**src/rtl/wut_sleep_seq.sv**
```systemverilog
// Wake-up-timer sleep sequencer: isolates and powers down the core, arms the WUT,
// then repowers on expiry. Optional external wake: define WUT_SEQ_EXT_WAKE_EN.
module wut_sleep_seq #(
   parameter int WIDTH        = 9,
   parameter int PWRUP_CYCLES = 16,
   parameter int ARM_TIMEOUT  = 8
) (
   input  logic             perm_clk,
   input  logic             perm_rstb,
   input  logic             sleep_req,
   input  logic [WIDTH-1:0] sleep_limit,
   output logic             sleep_ack,
   input  logic             ext_wake,
   output logic             wake_irq,
   output logic [1:0]       wake_src,
   output logic             perm_pwr_en,
   output logic             perm_iso_en,
   output logic [WIDTH-1:0] perm_wut_limit,
   output logic             perm_wut_disable,
   output logic             perm_wut_start_req,
   input  logic             perm_wut_start_ack,
   input  logic             perm_wut_trig_it
);

   localparam int CMAX = (PWRUP_CYCLES > ARM_TIMEOUT) ? PWRUP_CYCLES : ARM_TIMEOUT;
   localparam int CW   = $clog2(CMAX) + 1;

   typedef enum logic [2:0] {
      S_IDLE,
      S_ISO,
      S_ARM,
      S_SLEEP,
      S_WAKE,
      S_REL
   } state_t;

   state_t           state, state_n;
   logic [CW-1:0]    cnt, cnt_n, cnt_inc;
   logic             rearm, rearm_n;
   logic             ack_q;
   logic             ext_ev;
   logic             expiry;
   logic             pwr_n, iso_n, req_n, dis_n, sack_n, irq_n;
   logic [1:0]       src_n;
   logic [WIDTH-1:0] lim_n;

`ifdef WUT_SEQ_EXT_WAKE_EN
   assign ext_ev = ext_wake;
`else
   logic unused_ext_wake;
   assign unused_ext_wake = ext_wake;
   assign ext_ev = 1'b0;
`endif

   assign cnt_inc = (&cnt) ? cnt : cnt + CW'(1);
   // Timer expiry is either the trigger or the WUT dropping its running ack
   assign expiry  = perm_wut_trig_it | (ack_q & ~perm_wut_start_ack);

   always_comb begin
      state_n = state;
      rearm_n = rearm;
      pwr_n   = perm_pwr_en;
      iso_n   = perm_iso_en;
      req_n   = perm_wut_start_req;
      dis_n   = 1'b0;
      sack_n  = sleep_ack;
      irq_n   = 1'b0;
      src_n   = wake_src;
      lim_n   = perm_wut_limit;
      unique case (state)
         S_IDLE: begin
            if (!sleep_req) begin
               rearm_n = 1'b1;
            end else if (rearm) begin
               rearm_n = 1'b0;
               if (|sleep_limit) begin
                  state_n = S_ISO;
                  lim_n   = sleep_limit;
                  src_n   = 2'b00;
                  iso_n   = 1'b1;
                  sack_n  = 1'b1;
               end else begin
                  state_n = S_REL;
                  src_n   = 2'b11;
               end
            end
         end
         S_ISO: begin
            state_n = S_ARM;
            pwr_n   = 1'b0;
            req_n   = 1'b1;
         end
         S_ARM: begin
            if (perm_wut_start_ack) begin
               state_n = S_SLEEP;
               req_n   = 1'b0;
            end else if (ext_ev || cnt == CW'(ARM_TIMEOUT - 1)) begin
               state_n = S_WAKE;
               req_n   = 1'b0;
               dis_n   = 1'b1;
               pwr_n   = 1'b1;
               src_n   = ext_ev ? 2'b10 : 2'b11;
            end
         end
         S_SLEEP: begin
            if (expiry) begin
               state_n = S_WAKE;
               pwr_n   = 1'b1;
               src_n   = 2'b01;
            end else if (ext_ev) begin
               state_n = S_WAKE;
               pwr_n   = 1'b1;
               dis_n   = 1'b1;
               src_n   = 2'b10;
            end
         end
         S_WAKE: begin
            if (cnt == CW'(PWRUP_CYCLES - 1)) begin
               state_n = S_REL;
               sack_n  = 1'b0;
            end
         end
         S_REL: begin
            state_n = S_IDLE;
            iso_n   = 1'b0;
            irq_n   = 1'b1;
         end
         default: state_n = S_IDLE;
      endcase
      cnt_n = (state_n != state) ? '0 : cnt_inc;
   end

   always_ff @(posedge perm_clk) begin
      if (!perm_rstb) begin
         state              <= S_IDLE;
         cnt                <= '0;
         rearm              <= 1'b1;
         ack_q              <= 1'b0;
         perm_pwr_en        <= 1'b1;
         perm_iso_en        <= 1'b0;
         perm_wut_start_req <= 1'b0;
         perm_wut_disable   <= 1'b0;
         perm_wut_limit     <= '0;
         sleep_ack          <= 1'b0;
         wake_irq           <= 1'b0;
         wake_src           <= 2'b00;
      end else begin
         state              <= state_n;
         cnt                <= cnt_n;
         rearm              <= rearm_n;
         ack_q              <= perm_wut_start_ack;
         perm_pwr_en        <= pwr_n;
         perm_iso_en        <= iso_n;
         perm_wut_start_req <= req_n;
         perm_wut_disable   <= dis_n;
         perm_wut_limit     <= lim_n;
         sleep_ack          <= sack_n;
         wake_irq           <= irq_n;
         wake_src           <= src_n;
      end
   end

endmodule

```
**config.mk**
```make
export PLATFORM = sky130hd
export DESIGN_NAME = wut_sleep_seq
export DESIGN_NICKNAME = d
export VERILOG_FILES = /design/src/rtl/wut_sleep_seq.sv
export SDC_FILE = /design/constraint.sdc
export NUM_CORES = 1
export LEC_CHECK = 0
export ABC_CLOCK_PERIOD_IN_PS = 4700
export CORE_MARGIN = 2
export CORE_UTILIZATION = 40
export CTS_CLUSTER_SIZE = 16
export DETAILED_ROUTE_END_ITERATION = 8
export PLACE_DENSITY = 0.64
export SETUP_SLACK_MARGIN = 0.2
export SLEW_MARGIN = 20
export SYNTH_ARGS = -nofsm -noshare
export SYNTH_HDL_FRONTEND = slang
export SYNTH_SLANG_ARGS = --single-unit
export TNS_END_PERCENT = 100
```
**constraint.sdc**
```tcl
create_clock -name perm_clk -period 4.7 [get_ports perm_clk]
set_input_delay 0.705 -clock perm_clk [delete_from_list [all_inputs] [get_ports perm_clk]]
set_output_delay 0.705 -clock perm_clk [all_outputs]
set_load 0.01 [all_outputs]
```
-- Word-level counts from Yosys, hierarchy flattened
Cells that the tools add are included.
- add/sub/neg operators: 1
- bitwise operators: 5
- multiplexer cells: 31
- equal/unequal tests: 16
- reductions and logical operators: 16
- operator list (kind ; count):
    3-bit two-way mux ; 7
    3-bit one-hot mux with 5 select lines ; 1
    2-bit != test (second input constant) ; 7
    1-bit two-way mux ; 12
    2-bit two-way mux ; 6
    4-bit AND reduction ; 3
    5-bit AND reduction ; 2
    9-bit OR reduction ; 1
    3-bit by 2-bit equality test with 1-bit output (second input constant) ; 2
    3-bit equality test (second input constant) ; 2
    1-bit one-hot mux with 2 select lines ; 3
    2-bit one-hot mux with 3 select lines ; 1
    6-bit AND reduction ; 1
    2-bit nonzero test ; 3
    3-bit nonzero test ; 2
    5-bit by 1-bit adder with 5-bit output (second input constant) ; 1
    5-bit by 3-bit equality test with 1-bit output (second input constant) ; 1
    5-bit by 4-bit equality test with 1-bit output (second input constant) ; 1
    3-bit by 1-bit equality test with 1-bit output (second input constant) ; 1
    3-bit logical NOT ; 1
    3-bit != test ; 1
    3-bit != test (second input constant) ; 1
    1-bit inverter ; 3
    1-bit one-hot mux with 3 select lines ; 1
    other kinds (5) ; 5
- flip-flop bits (word level): 27
- input bits: 15

-- Longest topological paths before layout
- word-level depth: 7
- depth in mapped cells: 7
- depth with buffers taken out: 7

-- Least setup slack after synthesis
No wires, ideal clock.
- path kind: input-to-reg
- from: in sleep_limit[8]
- to: reg perm_iso_en
- setup slack: 2.966 ns
- data arrival time: 1.617 ns
- stages on the path: 5
- path buffers: 1
- library setup time: 0.116 ns
- path through: nor4_1 > nand3_1 > and2_1 > buf_4 > o211a_1
- cells in the longest elaborated chain, start to end: 3
- RTL lines (element ; RTL line ; RTL):
    start: declaration ; 11 ; input logic [WIDTH-1:0] sleep_limit,
    9-bit OR reduction ; 76 ; if (|sleep_limit) begin
    2-bit != test (no line) ; - ;
    4-bit AND reduction (no line) ; - ;
    end signal: assignment ; 153 ; perm_iso_en <= iso_n;
    end: declaration ; 17 ; output logic perm_iso_en,
Every way passes these cells.
A chain may end at the register's enable or synchronous reset.

==> impl_metrics.toml <==
[placement]
place_congestion = 0.772
port_buffers = 30
pre_cts_slack_ns = 1.99
post-dp-hpwl_um = 1970

[detailed_routing]
dr.first_iter.drc_count = 45
via_count = 1105
drc = 0
drtAntennaViolNets = 0
drt-vias-per-instance = 5.36
drt_pre_antenna_iters = 4
drt_wl_total_um = 2790
route.detailed.wl_per_inst_um = 13.5

[synthesis]
yosysTopAreaCell = "sky130_fd_sc_hd__dfxtp_1"
yosysWarnings = 0
postSynthCellCount = 138
yosysTopAreaCellShare_pct = 41.2
yosys-top-cells-area = "sky130_fd_sc_hd__dfxtp_1 41%, sky130_fd_sc_hd__nand2_1 5.2%, sky130_fd_sc_hd__mux2i_1 3.8%"
ys_dominant_reg_cell = "sky130_fd_sc_hd__dfxtp_1"
synth-seq-area-share_pct = 41.2
synth_enable_flop_cells = 0
synthArstFlopShare_pct = 0
simple_gate_fraction_of_synth_area_pct = 24.2
combinational_family_with_the_most_area_after_synthesis = "simple AND/OR/NAND/NOR gates"
synth_fa_ha_area_share_pct = 2.86
synth.avg_cell_area_sq_um = 9.50
yosys.area_share.xor_xnor_pct = 2.00
synth_compound_area_share_pct = 19.6
synthesis.nets = 156
yosysUniqueCellTypes = 44
muxShareOfSynthArea_pct = 4.68
synth_area_sq_um = 1310
ys_ff_latch = 27

[global_route]
maximum_number_of_pins_on_one_net_before_global_route_repair = 26
grt_antenna_before_repair = 0
gr-usage-all-layers_pct = 17.3
grt_pass1_vias = 1125
grt_first_pass_wirelength_um = 4930
gr-total-overflow = 0

[sta]
final.setup.tns_ns = 0
timing.final.hold_violations = 0
rsz0062_at_grt = "no"
timing_worst_slew_pin_value_ns = 0.842
maxSlewHeadroom_pct = 43.7
skew_ns = 0.00622
finalWorstSetupSlack_ns = 2.35
setup_viol = 0
min_period_ns = 2.35
final_max_slew_viol_count = 0
final_min_period_over_clock_period_pct = 50.1
fmaxAchievable_mhz = 425

[die]
die_width_um = 61.3
fp.dieArea_sq_um = 3750
initial_utilization_pct = 42.6
core-area_sq_um = 3080
die_height_um = 61.3
placement_rows = 20
boundaryPins = 32

[clock_tree]
clockRootBuffer = "sky130_fd_sc_hd__clkbuf_4"
insertion_delay_ns = 0.32
cts.repair_timing.setup_buffer_count = 0
cts_hold_repair.buffers = 0
cts_resized = 0
ctsHtreeMaxLevel = 1
clkSlewWorstSetupHoldPaths_ns = 0.14
tritoncts_num_sinks = 27
cts_tree = "yes"
cts.path.max_buffers = 2
cts_made_buffers = 3

[finish]
fill_cells = 281
num_antenna_cells = 0
drive_gt1_share_pct = 8.02
area.growth.synth_to_final_pct = 24.5
fin_nets = 181

[power]
fraction_of_power_consumed_by_the_clock_network_pct = 20.6
intPower_mw = 0.345
power.share.switching_pct = 28.9
power.share.sequential_pct = 55.3
worst_ir_drop_vdd_v = 0.000133
power.leakage_nw = 0.627
powerDensity_nw_per_um2 = 298
combinationalPowerShare_pct = 24.1
p_sw_mw = 0.140

[setup_path]
worst_ep_required_time_ns = 4.97
worst_r2r_endpoint = "perm_wut_limit[4]"
endpoint = "wake_src[1]"
worstPathMaxFanout = 25
worst-setup-path-type = "in -> reg"
critPathLaunchType = "input port"
reg2regPathDepth = 4
crit_path_end_kind = "register"
reg2reg_setup_slack_ns = 2.70
timing.critical_path.arrival_ns = 2.63
reg2reg_from = "state[0]"
cp_launch_point = "perm_rstb"

[min_path]
min_path_type = "reg -> reg"

[status]
status = "completed"

[run]
maxCapViolations = 0
==> layout make-up <==
cell class	instances	area, sq um	area share [%]
sequential	27	541	33.1
clock buffer	4	26.3	1.61
tap	44	55.1	3.37
multi-input combinational	98	699	42.8
inverter	3	11.3	0.690
timing repair buffer	30	300	18.4
==> cell usage after synthesis (2+ instances only) <==
master                      count
sky130_fd_sc_hd__o311a_1        2
sky130_fd_sc_hd__o21a_1         3
sky130_fd_sc_hd__nand3_1        8
sky130_fd_sc_hd__xor2_1         2
sky130_fd_sc_hd__a2111oi_1      3
sky130_fd_sc_hd__nor2_1         6
sky130_fd_sc_hd__ha_1           3
sky130_fd_sc_hd__o21ai_1        5
sky130_fd_sc_hd__o211a_1        2
sky130_fd_sc_hd__mux2i_1        5
sky130_fd_sc_hd__and2_1         3
sky130_fd_sc_hd__buf_4          4
sky130_fd_sc_hd__o21ai_0        3
sky130_fd_sc_hd__nand2b_1       2
sky130_fd_sc_hd__inv_1          3
sky130_fd_sc_hd__a21oi_1        4
sky130_fd_sc_hd__nand3b_1       2
sky130_fd_sc_hd__nand2_1       18
sky130_fd_sc_hd__nor4_1         3
sky130_fd_sc_hd__dfxtp_1       27
sky130_fd_sc_hd__o21bai_1       2
sky130_fd_sc_hd__clkbuf_1       5
sky130_fd_sc_hd__and3_1         2
==> worst max-delay path, stage by stage <==
cell	delay, ns
sky130_fd_sc_hd__clkdlybuf4s50_1	1.02
sky130_fd_sc_hd__inv_1	0.43
sky130_fd_sc_hd__a21oi_1	0.28
sky130_fd_sc_hd__o311a_1	0.18
==> metal layers <==
metal	wire length [um]	up-vias	share of wire [%]	track usage, %
met5	0	-	0	0
met2	1330	35	48	29.2
li1	-	548	-	-
met4	20	0	0.72	6.21
met3	173	2	6.2	3.36
met1	1270	520	46	21.9
==> per-stage QoR <==
stage / utilization (%) / area, sq um / cells / hold WS, ns / total power, mW
2_1_floorplan: - / 1310 / 138 / 0.473 / 0.344
3_3_place_gp: 52.2 / 1610 / 202 / 0.438 / 0.388
3_5_place_dp: 52.2 / 1610 / 202 / 0.446 / 0.391
4_1_cts: 53.0 / 1630 / 206 / 0.469 / 0.490
5_1_grt: 53.0 / 1630 / 206 / 0.485 / 0.515
6_report: 53.0 / 1630 / 206 / 0.464 / 0.486
==> worst min path at each step <==
stage | depth (start not counted) | slack, ns | startpoint | end
2_1_floorplan | 2 | 0.47 | perm_wut_limit[0] | perm_wut_limit[0]
3_3_place_gp | 2 | 0.44 | perm_wut_limit[0] | perm_wut_limit[0]
3_5_place_dp | 2 | 0.45 | perm_wut_limit[3] | perm_wut_limit[3]
4_1_cts | 2 | 0.47 | perm_wut_limit[7] | perm_wut_limit[7]
5_1_grt | 2 | 0.49 | perm_wut_limit[5] | perm_wut_limit[5]
6_report | 2 | 0.46 | perm_wut_limit[7] | perm_wut_limit[7]
==> logic make-up (layout without fill, tap and decap cells) <==
kind of cell | count (synthesis) | after routing
compound gates | 32 | 32
flops | 27 | 27
fa+ha+maj | 3 | 3
mux | 6 | 6
buf+inv | 13 | 37
simple gates | 54 | 54
xor+xnor | 3 | 3
==> flip-flops by register name (all words and copies together), names as in the netlist <==
name and cells:
perm_wut_start_req 1, perm_wut_limit 9, rearm 1, wake_irq 1, ack_q 1, perm_pwr_en 1, perm_wut_disable 1, state 3
perm_iso_en 1, cnt 5, sleep_ack 1, wake_src 2
==> layout by cell type, fill, tap and decap left out, drive strengths merged, types with 2 or more instances in the layout <==
master / instances
a2111oi: 4
a21oi: 4
clkbuf: 4
o311a: 2
o21ai: 8
dfxtp: 27
o211a: 2
xor2: 2
nand2b: 3
nand2: 18
o21bai: 2
nand3b: 3
nor4: 3
nand4b: 2
ha: 3
and2: 3
mux2i: 5
clkdlybuf4s50: 30
nor2b: 2
o21a: 3
nor2: 6
inv: 3
nand3: 8
and3: 2
nor3: 2
==> power by group through the flow <==
stage                     clock network (mW)  logic, mW  registers (mW)
final                                  0.100      0.117           0.269
after global routing                   0.113      0.130           0.272
after CTS                              0.103      0.118           0.269
after detailed placement                   0      0.118           0.273
after global placement                     0      0.116           0.272
after floorplan                            0     0.0734           0.270
Power figures use the tool's default switching activity.
